==> src/rtl/vga_cursor_engine_pkg.sv <==
`timescale 1ns/1ps
`default_nettype none
// ============================================================================
// Module      : vga_cursor_engine_pkg
// Description : Shared definitions for the VGA cursor engine: cursor shape
//               encodings, control-word field positions and control-word
//               width.
// Ports       : none (package)
// Revision    : 1.0 - initial release
// ============================================================================
package vga_cursor_engine_pkg;

    localparam int C_CTRL_W       = 32;

    localparam int C_COL_LSB      = 0;
    localparam int C_COL_W        = 8;
    localparam int C_ROW_LSB      = 8;
    localparam int C_ROW_W        = 6;
    localparam int C_SHAPE_LSB    = 14;
    localparam int C_SHAPE_W      = 2;
    localparam int C_PERIOD_LSB   = 16;
    localparam int C_PERIOD_W     = 8;

    typedef enum logic [1:0] {
        SHAPE_BLOCK     = 2'b00,
        SHAPE_UNDERLINE = 2'b01,
        SHAPE_BAR       = 2'b10,
        SHAPE_DISABLED  = 2'b11
    } shape_e;

endpackage : vga_cursor_engine_pkg
`default_nettype wire

==> src/rtl/vga_cursor_channel.sv <==
`timescale 1ns/1ps
`default_nettype none
// ============================================================================
// Module      : vga_cursor_channel
// Description : One cursor channel. Holds the frame-synchronous shadow copy
//               of the control word, the blink counter and phase, and
//               produces the unregistered raw hit for the current pixel.
// Ports       : clk, rst          - clock, async active-high reset
//               frame_start_i     - shadow load strobe
//               ctrl_i            - control word for this cursor
//               tick_i            - blink prescaler tick
//               h_coord_i/v_coord_i - current pixel position
//               hit_o             - raw hit (match & shape & phase)
// Revision    : 1.0 - initial release
// ============================================================================
module vga_cursor_channel
    import vga_cursor_engine_pkg::*;
#(
    parameter int CELL_W_LOG2 = 3,
    parameter int CELL_H_LOG2 = 4
) (
    input  logic                clk,
    input  logic                rst,
    input  logic                frame_start_i,
    input  logic [C_CTRL_W-1:0] ctrl_i,
    input  logic                tick_i,
    input  logic [9:0]          h_coord_i,
    input  logic [8:0]          v_coord_i,
    output logic                hit_o
);

    localparam logic [CELL_H_LOG2-1:0] C_V_OFF_LAST = '1;

    logic [C_COL_W-1:0]    col_q;
    logic [C_ROW_W-1:0]    row_q;
    shape_e                shape_q;
    logic [C_PERIOD_W-1:0] period_q;
    logic [C_PERIOD_W-1:0] cnt_q,   cnt_d;
    logic                  phase_q, phase_d;

    logic [C_PERIOD_W-1:0] new_period;
    assign new_period = ctrl_i[C_PERIOD_LSB +: C_PERIOD_W];

    // Blink next state. A period change at a shadow load restarts the blink
    // visible and wins over a coincident tick.
    always_comb begin
        cnt_d   = cnt_q;
        phase_d = phase_q;
        if (frame_start_i && (new_period != period_q)) begin
            phase_d = 1'b1;
            cnt_d   = (new_period == '0) ? '0 : new_period - 8'd1;
        end else if (period_q == '0) begin
            phase_d = 1'b1;
            cnt_d   = '0;
        end else if (tick_i) begin
            if (cnt_q == '0) begin
                phase_d = ~phase_q;
                cnt_d   = period_q - 8'd1;
            end else begin
                cnt_d   = cnt_q - 8'd1;
            end
        end
    end

    always_ff @(posedge clk or posedge rst) begin
        if (rst) begin
            col_q    <= '0;
            row_q    <= '0;
            shape_q  <= SHAPE_DISABLED;
            period_q <= '0;
            cnt_q    <= '0;
            phase_q  <= 1'b1;
        end else begin
            if (frame_start_i) begin
                col_q    <= ctrl_i[C_COL_LSB +: C_COL_W];
                row_q    <= ctrl_i[C_ROW_LSB +: C_ROW_W];
                shape_q  <= shape_e'(ctrl_i[C_SHAPE_LSB +: C_SHAPE_W]);
                period_q <= new_period;
            end
            cnt_q   <= cnt_d;
            phase_q <= phase_d;
        end
    end

    // Cell match at full coordinate width so columns/rows beyond the screen
    // can never alias onto a visible cell.
    logic [9:0]             h_cell;
    logic [8:0]             v_cell;
    logic [CELL_W_LOG2-1:0] h_off;
    logic [CELL_H_LOG2-1:0] v_off;
    logic                   cell_match;
    logic                   shape_hit;

    assign h_cell     = h_coord_i >> CELL_W_LOG2;
    assign v_cell     = v_coord_i >> CELL_H_LOG2;
    assign h_off      = h_coord_i[CELL_W_LOG2-1:0];
    assign v_off      = v_coord_i[CELL_H_LOG2-1:0];
    assign cell_match = (h_cell == 10'(col_q)) && (v_cell == 9'(row_q));

    // Underline: last two scanlines share every offset bit above bit 0 with
    // the last scanline. Bar: first two columns have all upper bits clear.
    always_comb begin
        shape_hit = 1'b0;
        case (shape_q)
            SHAPE_BLOCK:     shape_hit = 1'b1;
            SHAPE_UNDERLINE: shape_hit = ((v_off >> 1) == (C_V_OFF_LAST >> 1));
            SHAPE_BAR:       shape_hit = ((h_off >> 1) == '0);
            default:         shape_hit = 1'b0;
        endcase
    end

    assign hit_o = cell_match & shape_hit & phase_q;

endmodule : vga_cursor_channel
`default_nettype wire

==> src/rtl/vga_cursor_engine.sv <==
`timescale 1ns/1ps
`default_nettype none
// ============================================================================
// Module      : vga_cursor_engine
// Description : Multi-channel text-mode cursor overlay. Shared blink
//               prescaler, NUM_CURSORS cursor channels, output alignment
//               pipeline and lowest-index priority encoder.
// Ports       : clk, rst       - pixel clock, async active-high reset
//               frame_start_i  - frame origin pulse (shadow load)
//               h_coord_i      - pixel column
//               v_coord_i      - scanline
//               ctrl_i         - packed per-cursor control words
//               cursor_hit_o   - per-cursor hit, PIPE_DELAY cycles late
//               cursor_any_o   - OR of cursor_hit_o
//               cursor_id_o    - lowest set hit index, 0 when none
// Revision    : 1.0 - initial release
// ============================================================================
module vga_cursor_engine
    import vga_cursor_engine_pkg::*;
#(
    parameter int NUM_CURSORS = 2,
    parameter int CELL_W_LOG2 = 3,
    parameter int CELL_H_LOG2 = 4,
    parameter int PRESCALE    = 390625,
    parameter int PIPE_DELAY  = 1
) (
    input  logic                            clk,
    input  logic                            rst,
    input  logic                            frame_start_i,
    input  logic [9:0]                      h_coord_i,
    input  logic [8:0]                      v_coord_i,
    input  logic [C_CTRL_W*NUM_CURSORS-1:0] ctrl_i,
    output logic [NUM_CURSORS-1:0]          cursor_hit_o,
    output logic                            cursor_any_o,
    output logic [2:0]                      cursor_id_o
);

    localparam int            C_PS_W      = (PRESCALE > 1) ? $clog2(PRESCALE) : 1;
    localparam logic [C_PS_W-1:0] C_PS_RELOAD = C_PS_W'(PRESCALE - 1);

    // Blink prescaler: tick in the cycle the down-counter reads zero.
    logic [C_PS_W-1:0] ps_q, ps_d;
    logic              tick;

    assign tick = (ps_q == '0);
    assign ps_d = tick ? C_PS_RELOAD : ps_q - 1'b1;

    always_ff @(posedge clk or posedge rst) begin
        if (rst) begin
            ps_q <= '0;
        end else begin
            ps_q <= ps_d;
        end
    end

    logic [NUM_CURSORS-1:0] raw_hit;

    for (genvar gi = 0; gi < NUM_CURSORS; gi++) begin : g_channel
        vga_cursor_channel #(
            .CELL_W_LOG2 (CELL_W_LOG2),
            .CELL_H_LOG2 (CELL_H_LOG2)
        ) u_channel (
            .clk           (clk),
            .rst           (rst),
            .frame_start_i (frame_start_i),
            .ctrl_i        (ctrl_i[gi*C_CTRL_W +: C_CTRL_W]),
            .tick_i        (tick),
            .h_coord_i     (h_coord_i),
            .v_coord_i     (v_coord_i),
            .hit_o         (raw_hit[gi])
        );
    end

    // Alignment pipeline toward the pixel datapath.
    logic [NUM_CURSORS-1:0] pipe_q [PIPE_DELAY];

    always_ff @(posedge clk or posedge rst) begin
        if (rst) begin
            for (int i = 0; i < PIPE_DELAY; i++) begin
                pipe_q[i] <= '0;
            end
        end else begin
            pipe_q[0] <= raw_hit;
            for (int i = 1; i < PIPE_DELAY; i++) begin
                pipe_q[i] <= pipe_q[i-1];
            end
        end
    end

    assign cursor_hit_o = pipe_q[PIPE_DELAY-1];
    assign cursor_any_o = |cursor_hit_o;

    // Scan from the top so the lowest-numbered set bit is the last writer.
    always_comb begin
        cursor_id_o = '0;
        for (int i = NUM_CURSORS - 1; i >= 0; i--) begin
            if (cursor_hit_o[i]) begin
                cursor_id_o = 3'(i);
            end
        end
    end

endmodule : vga_cursor_engine
`default_nettype wire

==> config.mk <==
export PLATFORM = sky130hd
export DESIGN_NAME = vga_cursor_engine
export DESIGN_NICKNAME = d
export VERILOG_FILES = /design/src/rtl/vga_cursor_engine_pkg.sv /design/src/rtl/vga_cursor_channel.sv /design/src/rtl/vga_cursor_engine.sv
export SDC_FILE = /design/constraint.sdc
export NUM_CORES = 1
export LEC_CHECK = 0
export CAP_MARGIN = 20
export CORE_MARGIN = 2
export CORE_UTILIZATION = 40
export CTS_CLUSTER_SIZE = 12
export DETAILED_ROUTE_END_ITERATION = 16
export GPL_TIMING_DRIVEN = 0
export PLACE_DENSITY_LB_ADDON = 0.15
export SLEW_MARGIN = 20
export SYNTH_ARGS = -nofsm -noshare
export SYNTH_HDL_FRONTEND = slang
export SYNTH_SLANG_ARGS = --single-unit
==> constraint.sdc <==
create_clock -name clk -period 5.5 [get_ports clk]
set_input_delay 1.1 -clock clk [delete_from_list [all_inputs] [get_ports clk]]
set_output_delay 1.1 -clock clk [all_outputs]
set_load 0.01 [all_outputs]
==> results.cfg <==
[outcome]
outcome = finished clean

[timing]
drv_slew = 0
setup_tns_ps = 0
period_needed_ps = 3610
tightest_slew_ps = 980
relSlewSlack_pct = 34.1
grt_setup_unrepaired = no
period_share_pct = 65.7
hold_slack_ps = 479
fin_skew_ps = 9.91
finalSetupViolCount = 0
hold_viol_final = 0
max_freq_mhz = 277

[final_layout]
seqCellArea_um2 = 2180
final_util_pct = 50.7
synthToLayoutAreaGrowth_pct = 24.1
num_antenna_cells = 0
fillers = 1116
multiInputGateArea_um2 = 2580
layout-drive-gt1-share_pct = 15.1
finalNetCount = 648

[synthesis]
synth_edf_count = 0
synth_top_family_by_area = simple AND/OR/NAND/NOR gates
syn_area_um2 = 4890
netlist_top_cells_area = dfrtp_1 41%, mux2_2 11%, xnor2_1 6.8%
ys_warn_count = 0
yosysMostFrequentCell = dfrtp_1
ys_seq_elements = 87
netlist_instances = 475
ys_types = 57
synth-compound-area-share_pct = 11.0
synth_top_area_share_pct = 41.4
synthXorXnorAreaFrac_pct = 12.4
synth.area.mux_share_pct = 11.5
async_flop_share_pct = 100
synthTopCellsByCount = 81 x dfrtp_1, 48 x mux2_2, 42 x nor2_1
yosys.area_share.simple_pct = 16.6
synthFlopType = dfrtp_1
synth.largest_area_cell = dfrtp_1
synth_adder_area_share_pct = 1.28
synth_area_per_cell_um2 = 10.3
yosysSeqAreaShare_pct = 44.7

[pwr]
power_w = 0.00158
power.leakage_nw = 2.34
internal_power_w = 0.00115
swShare_pct = 26.9
ir_drop_mv = 0.174
p_sw_w = 0.000425
p_clk_share_pct = 35.9
power_frac_comb_pct = 17.1
p_seq_share_pct = 47.0
power.density_nw_per_um2 = 260

[drt]
route.detailed.drc = 0
drtAntennaViolNets = 0
viasPerCell = 5.50
drt_iter0_drc = 230
wl_per_cell_um = 16.4
dr.pass1.iters = 5
wirelength_mm = 11.7
routed-via-count = 3901

[setup_path]
arrival_ps = 3840
cp-start-kind = input pin
critical_path_class = input pin to register
cp_slowest_stage_delay_ps = 630
slowest_stage = or4b_2
cp.required_ps = 5730
path_max_fanout = 6
crit_chain = clkdlybuf4s50_1 -> inv_1 -> ha_1 -> or4b_2 -> nor4_1 -> or2_2 -> clkbuf_1 -> nor2_1 -> o41a_1
reg2regPathDepth = 11
crit_family = simple AND/OR/NAND/NOR gates
worst_setup_path_end_kind = register
cp_num_buf_inv = 3
cp.depth = 9
r2r_start = g_channel[0].u_channel.cnt_q[0]
startpoint = ctrl_i[16]

[global_route]
grt_usage_pct = 19.2
grt_pass1_wl_mm = 19.6
antenna_found_initial = 0
grt_max_degree = 48
grt-ovfl-total = 0
grt_pass1_vias = 3899

[clock_tree]
root_buffer = clkbuf_16
cts_tree = done
clk_latency_ps = 340
hold_buffers = 0
cts.sinks = 87
htree_levels = 3
cts_resized = 0
cts_made_buffers = 9
cts_setup_buffers = 0
clkTransAtPathRegs_ps = 70
cts_max_path_buffers = 2

[min_path]
hold_class = register to register
hp-start = ps_q[12]
hold_depth = 1

[die]
die_w_um = 115
dieArea_um2 = 13100
fp.coreArea_um2 = 12000
initial_utilization_pct = 40.9
fp-row-count = 40
die_h_um = 115
io_pins = 92

[placed_design]
gp_congestion = 0.886
numPortBuffers = 69
hpwl_mm = 8.69

[run]
drv_cap = 0
[worst paths after layout]
path                       slack, ps                               to
hold / removal                   480                         ps_q[12]
min in group asynchronous       1160  g_channel[0].u_channel.col_q[1]
hold reg to reg                  480                         ps_q[12]
setup / recovery                1890  g_channel[0].u_channel.cnt_q[4]
setup reg to reg                2050  g_channel[0].u_channel.cnt_q[6]
max in group asynchronous       3670   g_channel[1].u_channel.phase_q
[area by class of cell]
cell class	count	area share, %
Sequential cell	87	36.0
Clock inverter	4	0.371
Buffer	18	1.28
Timing Repair Buffer	70	11.8
Tap cell	147	3.03
Clock buffer	12	4.06
Multi-Input combinational cell	358	42.6
Inverter	13	0.845
[per-layer routing]
layer / wire length, µm / part of all wire [%] / track usage [%]
met5: 0 / 0 / 0
met4: 233 / 2.0 / 8.29
met3: 570 / 4.9 / 4.29
met2: 5620 / 48 / 31.1
met1: 5230 / 45 / 24.6
[layout by cell type, fill, tap and decap left out, types with 3 or more instances in the layout]
master / netlist / final
nand3_1: 6 / 6
nor4_1: 13 / 13
or2_2: 4 / 4
clkbuf_1: 9 / 11
buf_1: 5 / 5
o21ai_0: 9 / 9
nor4b_1: 3 / 3
o22ai_1: 6 / 6
clkdlybuf4s50_1: 0 / 69
a311oi_1: 3 / 3
nand2_1: 25 / 25
a21o_1: 4 / 4
nand4_1: 9 / 9
inv_1: 13 / 12
ha_1: 5 / 5
mux2_2: 48 / 48
o31ai_1: 3 / 3
dfrtp_1: 81 / 81
dfstp_2: 6 / 6
xnor2_1: 38 / 38
or3_1: 9 / 9
nand2b_1: 3 / 3
or4_1: 8 / 8
xor2_1: 31 / 31
nor2_1: 42 / 42
o22a_1: 6 / 6
a21oi_1: 22 / 22
a211oi_1: 4 / 4
o21a_1: 5 / 5
clkinv_2: 0 / 3
clkbuf_16: 0 / 9
nor3_1: 19 / 19
[registers in the layout (all words and copies together) (netlist names)]
signal and cells:
g_channel.u_channel.row_q 12, ps_q 19, g_channel.u_channel.shape_q 4, g_channel.u_channel.col_q 16, g_channel.u_channel.period_q 16, g_channel.u_channel.cnt_q 16
g_channel.u_channel.phase_q 2, cursor_hit_o 2
[stage by stage]
stage	cells	setup WS (ps)	instance area [µm²]
6_report	709	1890	6070
5_1_grt	709	1750	6070
4_1_cts	709	1910	6070
3_5_place_dp	693	1560	5800
3_3_place_gp	692	667	5770
2_1_floorplan	476	2160	4890
[logic make-up after synthesis]
family | after synthesis
adders and majority gates | 5
and+or+nand+nor | 153
AOI/OAI and AO/OA | 79
buffers and inverters | 31
other | 1
muxes | 50
xor gates and xnor gates | 69
DFF | 87
[power by group through the flow]
stage | logic, W | registers, W | clock network, W
6_report | 0.000270 | 0.000742 | 0.000567
5_1_grt | 0.000299 | 0.000750 | 0.000609
4_1_cts | 0.000273 | 0.000742 | 0.000583
3_5_place_dp | 0.000272 | 0.000753 | 0
3_3_place_gp | 0.000263 | 0.000751 | 0
2_1_floorplan | 0.000175 | 0.000738 | 0
No activity file was read; power rests on OpenSTA's default activity.
